<file path="config.mk">
export PLATFORM = sky130hd
export DESIGN_NAME = matrix_word_loader_flat
export DESIGN_NICKNAME = d
export VERILOG_FILES = /design/src/rtl/matrix_word_loader_pkg.sv /design/src/rtl/matrix_word_loader_if.sv /design/src/rtl/matrix_word_loader_counter.sv /design/src/rtl/matrix_word_loader.sv /design/src/flat_wrapper.sv
export SDC_FILE = /design/constraint.sdc
export NUM_CORES = 1
export LEC_CHECK = 0
export CORE_AREA = 2 2 462 464
export DETAILED_ROUTE_END_ITERATION = 6
export DIE_AREA = 0 0 464 466
export GPL_TIMING_DRIVEN = 0
export PLACE_DENSITY = 0.46
export SYNTH_ARGS = -nofsm -noshare
export SYNTH_HDL_FRONTEND = slang
export SYNTH_HIERARCHICAL = 1
export SYNTH_SLANG_ARGS = --single-unit
</file>
<file path="constraint.sdc">
create_clock -name clk -period 5.3 [get_ports clk]
set_input_delay 0.795 -clock clk [delete_from_list [all_inputs] [get_ports clk]]
set_output_delay 0.795 -clock clk [all_outputs]
set_load 0.02 [all_outputs]
</file>
<file path="src/rtl/matrix_word_loader_pkg.sv">
// ============================================================================
// Package : matrix_pkg
// Purpose : Shared constants, FSM state type and sizing helpers for the
//           matrix word loader and its index counter.
// Revision: 1.0 - initial release
// ============================================================================
`default_nettype none

package matrix_pkg;

  localparam int DEF_ROWS  = 6;
  localparam int DEF_COLS  = 6;
  localparam int DEF_WIDTH = 32;

  typedef enum logic [0:0] {
    FILL    = 1'b0,
    PRESENT = 1'b1
  } state_t;

  // Number of elements in a ROWS x COLS matrix
  function automatic int elem_count(input int rows, input int cols);
    return rows * cols;
  endfunction

  // Counter width able to hold 0..n-1, never narrower than one bit
  function automatic int cnt_width(input int n);
    return (n > 1) ? $clog2(n) : 1;
  endfunction

endpackage

`default_nettype wire

</file>
<file path="src/rtl/matrix_word_loader_if.sv">
// ============================================================================
// Interface: matrix_word_loader_if
// Purpose  : Producer-side word handshake plus consumer-side matrix handshake
//            of the matrix word loader. The loader uses the slave modport;
//            the producer/consumer environment uses the master modport.
// Revision : 1.0 - initial release
// ============================================================================
`default_nettype none

interface matrix_word_loader_if
  import matrix_pkg::*;
#(
  parameter int ROWS  = DEF_ROWS,
  parameter int COLS  = DEF_COLS,
  parameter int WIDTH = DEF_WIDTH
);

  localparam int BUS_W = ROWS * COLS * WIDTH;

  logic [WIDTH-1:0] in_data;
  logic             in_stb;
  logic             in_last;
  logic             in_ack;
  logic [0:BUS_W-1] matrix_out;
  logic             out_stb;
  logic             out_ack;
  logic             err;

  modport slave (
    input  in_data, in_stb, in_last, out_ack,
    output in_ack, matrix_out, out_stb, err
  );

  modport master (
    output in_data, in_stb, in_last, out_ack,
    input  in_ack, matrix_out, out_stb, err
  );

endinterface

`default_nettype wire

</file>
<file path="src/rtl/matrix_word_loader_counter.sv">
// ============================================================================
// Module  : matrix_index_counter
// Purpose : Row/column slot counters with wrap. Produces the linear element
//           index row*COLS+col and a flag for the final slot of a frame.
//           MATRIX_LOADER_TRANSPOSE_EN defined : row advances first
//           (column-major input order).
//           MATRIX_LOADER_TRANSPOSE_EN undefined: column advances first
//           (row-major input order).
// Revision: 1.0 - initial release
// ============================================================================
`default_nettype none

module matrix_index_counter
  import matrix_pkg::*;
#(
  parameter int ROWS  = DEF_ROWS,
  parameter int COLS  = DEF_COLS,
  parameter int IDX_W = cnt_width(ROWS * COLS)
) (
  input  logic             clk,
  input  logic             rst,     // asynchronous, active-low
  input  logic             clr_i,   // synchronous clear, wins over advance
  input  logic             adv_i,   // step to the next slot
  output logic [IDX_W-1:0] idx_o,
  output logic             last_o
);

  localparam int RW = cnt_width(ROWS);
  localparam int CW = cnt_width(COLS);

  logic [RW-1:0] row_q;
  logic [CW-1:0] col_q;
  logic          row_end;
  logic          col_end;

  assign row_end = (row_q == RW'(ROWS - 1));
  assign col_end = (col_q == CW'(COLS - 1));

`ifdef MATRIX_LOADER_TRANSPOSE_EN
  // Column-major walk: row wraps at ROWS, then the column steps
  always_ff @(posedge clk or negedge rst) begin
    if (!rst) begin
      row_q <= '0;
      col_q <= '0;
    end else if (clr_i) begin
      row_q <= '0;
      col_q <= '0;
    end else if (adv_i) begin
      if (row_end) begin
        row_q <= '0;
        col_q <= col_end ? '0 : col_q + CW'(1);
      end else begin
        row_q <= row_q + RW'(1);
      end
    end
  end
`else
  // Row-major walk: column wraps at COLS, then the row steps
  always_ff @(posedge clk or negedge rst) begin
    if (!rst) begin
      row_q <= '0;
      col_q <= '0;
    end else if (clr_i) begin
      row_q <= '0;
      col_q <= '0;
    end else if (adv_i) begin
      if (col_end) begin
        col_q <= '0;
        row_q <= row_end ? '0 : row_q + RW'(1);
      end else begin
        col_q <= col_q + CW'(1);
      end
    end
  end
`endif

  // The final slot is row ROWS-1, column COLS-1 in either walk order
  assign idx_o  = IDX_W'(row_q) * IDX_W'(COLS) + IDX_W'(col_q);
  assign last_o = row_end & col_end;

endmodule

`default_nettype wire

</file>
<file path="src/rtl/matrix_word_loader.sv">
// ============================================================================
// Module  : matrix_word_loader
// Purpose : Serial-to-parallel operand loader. Collects ROWS*COLS words, one
//           per in_stb/in_ack handshake, then holds the flattened matrix on
//           out_stb until out_ack. Pulses err on a frame length mismatch.
//           MATRIX_LOADER_TRANSPOSE_EN selects column-major input order.
// Revision: 1.0 - initial release
// ============================================================================
`default_nettype none

module matrix_word_loader
  import matrix_pkg::*;
#(
  parameter int ROWS  = DEF_ROWS,
  parameter int COLS  = DEF_COLS,
  parameter int WIDTH = DEF_WIDTH
) (
  input  logic                 clk,
  input  logic                 rst,   // asynchronous, active-low
  matrix_word_loader_if.slave  bus
);

  localparam int N     = elem_count(ROWS, COLS);
  localparam int IDX_W = cnt_width(N);
  localparam int BUS_W = N * WIDTH;

  state_t           state_q;
  logic             in_ack_q;
  logic             out_stb_q;
  logic             err_q;
  logic [0:BUS_W-1] matrix_q;

  logic             xfer;
  logic             short_frame;
  logic [IDX_W-1:0] idx;
  logic             last;

  // in_ack_q is only ever high in FILL, so it alone qualifies a transfer
  assign xfer        = bus.in_stb & in_ack_q;
  assign short_frame = xfer & bus.in_last & ~last;

  matrix_index_counter #(
    .ROWS  (ROWS),
    .COLS  (COLS),
    .IDX_W (IDX_W)
  ) u_index (
    .clk    (clk),
    .rst    (rst),
    .clr_i  (short_frame),
    .adv_i  (xfer),
    .idx_o  (idx),
    .last_o (last)
  );

  // Frame FSM with registered handshake outputs and one-cycle err pulse
  always_ff @(posedge clk or negedge rst) begin
    if (!rst) begin
      state_q   <= FILL;
      in_ack_q  <= 1'b0;
      out_stb_q <= 1'b0;
      err_q     <= 1'b0;
    end else begin
      err_q <= 1'b0;
      case (state_q)
        FILL: begin
          if (xfer && last) begin
            state_q   <= PRESENT;
            in_ack_q  <= 1'b0;
            out_stb_q <= 1'b1;
            err_q     <= ~bus.in_last;
          end else begin
            // Also raises in_ack on the first edge after reset release
            in_ack_q <= 1'b1;
            if (short_frame) begin
              err_q <= 1'b1;
            end
          end
        end
        PRESENT: begin
          if (out_stb_q && bus.out_ack) begin
            state_q   <= FILL;
            in_ack_q  <= 1'b1;
            out_stb_q <= 1'b0;
          end
        end
        default: begin
          state_q   <= FILL;
          in_ack_q  <= 1'b0;
          out_stb_q <= 1'b0;
        end
      endcase
    end
  end

  // Element storage: the accepted word lands in the slot the counter points at
  always_ff @(posedge clk or negedge rst) begin
    if (!rst) begin
      matrix_q <= '0;
    end else if (xfer) begin
      for (int e = 0; e < N; e++) begin
        if (idx == IDX_W'(e)) begin
          matrix_q[e*WIDTH +: WIDTH] <= bus.in_data;
        end
      end
    end
  end

  assign bus.in_ack     = in_ack_q;
  assign bus.out_stb    = out_stb_q;
  assign bus.err        = err_q;
  assign bus.matrix_out = matrix_q;

endmodule

`default_nettype wire

</file>
<file path="src/flat_wrapper.sv">
// flat-port wrapper written by rule: the top's interface ports become plain ports
module matrix_word_loader_flat import matrix_pkg::*;
#(
  parameter int ROWS  = DEF_ROWS,
  parameter int COLS  = DEF_COLS,
  parameter int WIDTH = DEF_WIDTH
)
  (clk, rst, bus_in_data, bus_in_stb, bus_in_last, bus_out_ack, bus_in_ack, bus_matrix_out, bus_out_stb, bus_err);
  matrix_word_loader_if #(.ROWS(ROWS), .COLS(COLS), .WIDTH(WIDTH)) bus_i ();
  input  logic clk;
  input  logic rst;
  input wire logic [$bits(bus_i.in_data)-1:0] bus_in_data;
  input wire logic [$bits(bus_i.in_stb)-1:0] bus_in_stb;
  input wire logic [$bits(bus_i.in_last)-1:0] bus_in_last;
  input wire logic [$bits(bus_i.out_ack)-1:0] bus_out_ack;
  output wire logic [$bits(bus_i.in_ack)-1:0] bus_in_ack;
  output wire logic [$bits(bus_i.matrix_out)-1:0] bus_matrix_out;
  output wire logic [$bits(bus_i.out_stb)-1:0] bus_out_stb;
  output wire logic [$bits(bus_i.err)-1:0] bus_err;
  assign bus_i.in_data = bus_in_data;
  assign bus_i.in_stb = bus_in_stb;
  assign bus_i.in_last = bus_in_last;
  assign bus_i.out_ack = bus_out_ack;
  assign bus_in_ack = bus_i.in_ack;
  assign bus_matrix_out = bus_i.matrix_out;
  assign bus_out_stb = bus_i.out_stb;
  assign bus_err = bus_i.err;
  matrix_word_loader #(.ROWS(ROWS), .COLS(COLS), .WIDTH(WIDTH)) u_core (.clk(clk), .rst(rst), .bus(bus_i));
endmodule
</file>
==> impl_metrics.yaml <==
run_status:
  outcome: "completed"
power_and_ir_drop:
  pwr_density_cell_nw_per_um2: 404.2
  power_mw: 26.13
  ir_drop_v: 0.0002989
  p_leak_nw: 29.90
synth:
  syn_inst: 2641
  synth_compound_area_share_pct: 0.1913
  synth-seq-cells: 1162
  synth_area_leaders: "dfrtp_1, mux2_2, buf_2"
  yosysWarnings: 6
  synth_area_um2: 43810
  synth_mux_area_share_pct: 29.63
  synth_top_area_share_pct: 66.37
  synth-xor-area-share_pct: 0.1199
  synthAdderAreaFrac_pct: 0.2627
  synth_top_family_by_area: "multiplexers"
  yosysTopAreaCell: "dfrtp_1"
  avgSynthCellArea_um2: 16.59
  synth-seq-area-share_pct: 66.37
  ys_types: 38
  syn_nets: 2686
  synth-simple-area-share_pct: 1.151
critical_path:
  regToRegStartpoint: "u_core/u_index/row_q[1]"
  slowest_delay_ps: 890
  r2r-end: "u_core/bus.matrix_out[104]"
  reg2reg_depth: 10
  crit_fanout: 10
  crit_path_end_kind: "flip-flop"
  startpoint: "u_core/u_index/row_q[1]"
  crit_type: "reg2reg"
  r2r_slack_ps: 1140
  startpoint_type: "flip-flop"
  worst_path_max_delay_cell: "nand4_1"
  cp.required_ps: 5930
  critPathMostFrequentCell: "buf_2"
  cp_data_arrival_time_ps: 4800
  path_cells: "inv_1 -> ha_1 -> fa_1 -> nor3_1 -> xnor2_1 -> and4bb_1 -> buf_2 -> nand4_1 -> buf_2 -> mux2_2"
  endpoint: "u_core/bus.matrix_out[104]"
clock_tree:
  clkSlewWorstSetupHoldPaths_ps: 60
  clock-sinks: 1162
  htree_levels: 4
  cts_buffer_depth: 3
  clk_latency_ps: 820
  cts-buffers-inserted: 142
  cts-root-buf: "clkbuf_16"
  cts_resized: 0
  cts_tree: "yes"
floorplan:
  start_util_pct: 20.74
  fp.dieH_um: 466
  die-area_um2: 216200
  rows: 169
  core-area_um2: 211200
  ios: 1192
  fp.dieW_um: 464
detailed_routing:
  wl_per_cell_um: 29.31
  ant_nets: 0
  totalWireLength_um: 203500
  post-route-drc-count: 0
  drtIter0Drc: 1333
  vias: 28300
  firstDrtPassIters: 6
  viasPerCell: 4.078
finish:
  nets: 4041
  drive_gt1_share_pct: 36.83
  areaGrowthSynthToFinish_pct: 47.57
timing:
  slew_violations: 0
  tightest_slew_ps: 1356
  period_minus_slack_ps: 4164
  clock_skew_ps: 74.63
  max_freq_ghz: 0.2401
  finalHoldViolCount: 0
  rsz0062_at_grt: "no"
  setup_viol: 0
  min_period_over_period_pct: 78.57
  max_slew_margin_pct: 9.305
  setup_tns_ps: 0
placed_design:
  place.detailed.hpwl_um: 149400
  port_buffers: 1191
  place_congestion: 0.7732
global_route:
  grt_remaining_overflow: 0
  antenna_found_initial: 45
  grt_pass1_vias: 29810
  grt_use_total_pct: 18.39
  grt_pass1_wl_um: 271400
  grt_max_degree: 168
run:
  max_cap_violations: 0
worst_hold_path:
  hp-class: "in2reg"
## cell type report
| class | count | area, µm² |
|---|---|---|
| diodes | 17 | 42.54 |
| multi-input cells | 1255 | 13750 |
| inverters | 9 | 33.78 |
| well taps | 2821 | 3530 |
| repair buffers | 1211 | 12350 |
| flip-flops and latches | 1162 | 29080 |
| plain buffers | 215 | 969.7 |
| fillers | 21110 | 146600 |
| clock inverters | 40 | 640.6 |
| clock buffers | 211 | 4265 |
## stage by stage
step	hold slack (ps)	util (%)	area [µm²]	cells	setup WS, ps
4_1_cts	217.8	30.59	64620	6924	903.4
5_1_grt	244.1	30.59	64620	6926	780.4
3_5_place_dp	478.2	28.26	59700	6672	929.5
6_report	324.0	30.61	64660	6941	1136
3_3_place_gp	468.7	28.06	59270	6653	-53560
2_1_floorplan	475.3	-	43810	2641	2350
## worst max-delay path, delay by kind of cell, from the launching register on
kind | cells | cell delay (ps)
multiplexers | 1 | 310
flip-flops | 1 | 400
AND/OR/NAND/NOR | 3 | 1440
XOR/XNOR | 1 | 150
adder cells (fa/ha/maj) | 2 | 730
buffers and inverters | 3 | 940
## registers in the layout, indices dropped and copies added, names as in the netlist
signal / cells
u_core/bus.matrix_out: 1152
u_core/u_index/col_q: 3
u_core/u_index/row_q: 3
u_core/bus.err: 1
u_core/bus.in_ack: 1
u_core/bus.out_stb: 1
u_core/state_q: 1
## Yosys cell counts (all sizes together)
| cell type | instances |
|---|---|
| a211o | 2 |
| a21o | 1 |
| a21oi | 9 |
| and4b | 3 |
| and4bb | 1 |
| buf | 118 |
| clkbuf | 97 |
| dfrtp | 1162 |
| fa | 2 |
| ha | 6 |
| inv | 9 |
| mux2 | 1152 |
| mux2i | 1 |
| nand2 | 14 |
| nand2b | 1 |
| nand3 | 7 |
| nand4 | 6 |
| nand4b | 11 |
| nand4bb | 1 |
| nor2 | 15 |
| nor2b | 2 |
| nor3 | 5 |
| nor3b | 2 |
| nor4 | 2 |
| nor4b | 2 |
| nor4bb | 1 |
| o21ai | 1 |
| o22ai | 1 |
| or3 | 1 |
| xnor2 | 4 |
| xor2 | 2 |
## per-layer routing
metal  track usage [%]  up-vias  wire, µm
met2             30.63     1133     97720
met3             6.807      222     17850
met5                 0        -         0
met1             21.91    14930     81930
li1                  -    12020         -
met4             5.799        0      5968
## timing repair
action | 4_1_cts | 5_1_grt
setup buffers | 0 | 0
hold endpoints to repair | 13 | 0
hold buffers | 1 | 0
## layout by cell type (no fill, tap or decap), types with 13 or more instances in the layout
cell / n
clkbuf_1: 119
diode_2: 17
dfrtp_1: 1162
mux2_2: 1121
buf_2: 124
mux2_1: 31
nand2_1: 14
clkbuf_8: 41
buf_16: 13
clkdlybuf4s50_1: 1180
clkbuf_16: 144
## worst min path at each step
| stage | start | end | slack, ps | depth (start not counted) |
|---|---|---|---|---|
| 4_1_cts | bus_in_data[26] | u_core/bus.matrix_out[965] | 220 | 2 |
| 5_1_grt | bus_in_data[26] | u_core/bus.matrix_out[965] | 240 | 2 |
| 3_5_place_dp | u_core/bus.matrix_out[826] | u_core/bus.matrix_out[826] | 480 | 1 |
| 2_1_floorplan | u_core/state_q | u_core/bus.err | 480 | 1 |
| 6_report | bus_in_data[26] | u_core/bus.matrix_out[965] | 320 | 2 |
| 3_3_place_gp | u_core/bus.matrix_out[708] | u_core/bus.matrix_out[708] | 470 | 1 |
## power by group
part | total [mW] | switching, mW | internal [mW]
clock network | 10.2 | 4.13 | 6.05
logic | 5.61 | 3.09 | 2.52
registers | 10.3 | 0.501 | 9.84
## kinds of logic after synthesis
group / count (synthesis)
flip-flops: 1162
multiplexers: 1153
buffers and inverters: 224
AND/OR/NAND/NOR: 74
AO/OA/AOI/OAI: 14
adder cells (fa/ha/maj): 8
XOR/XNOR: 6
(Power assumes the default switching activity.)
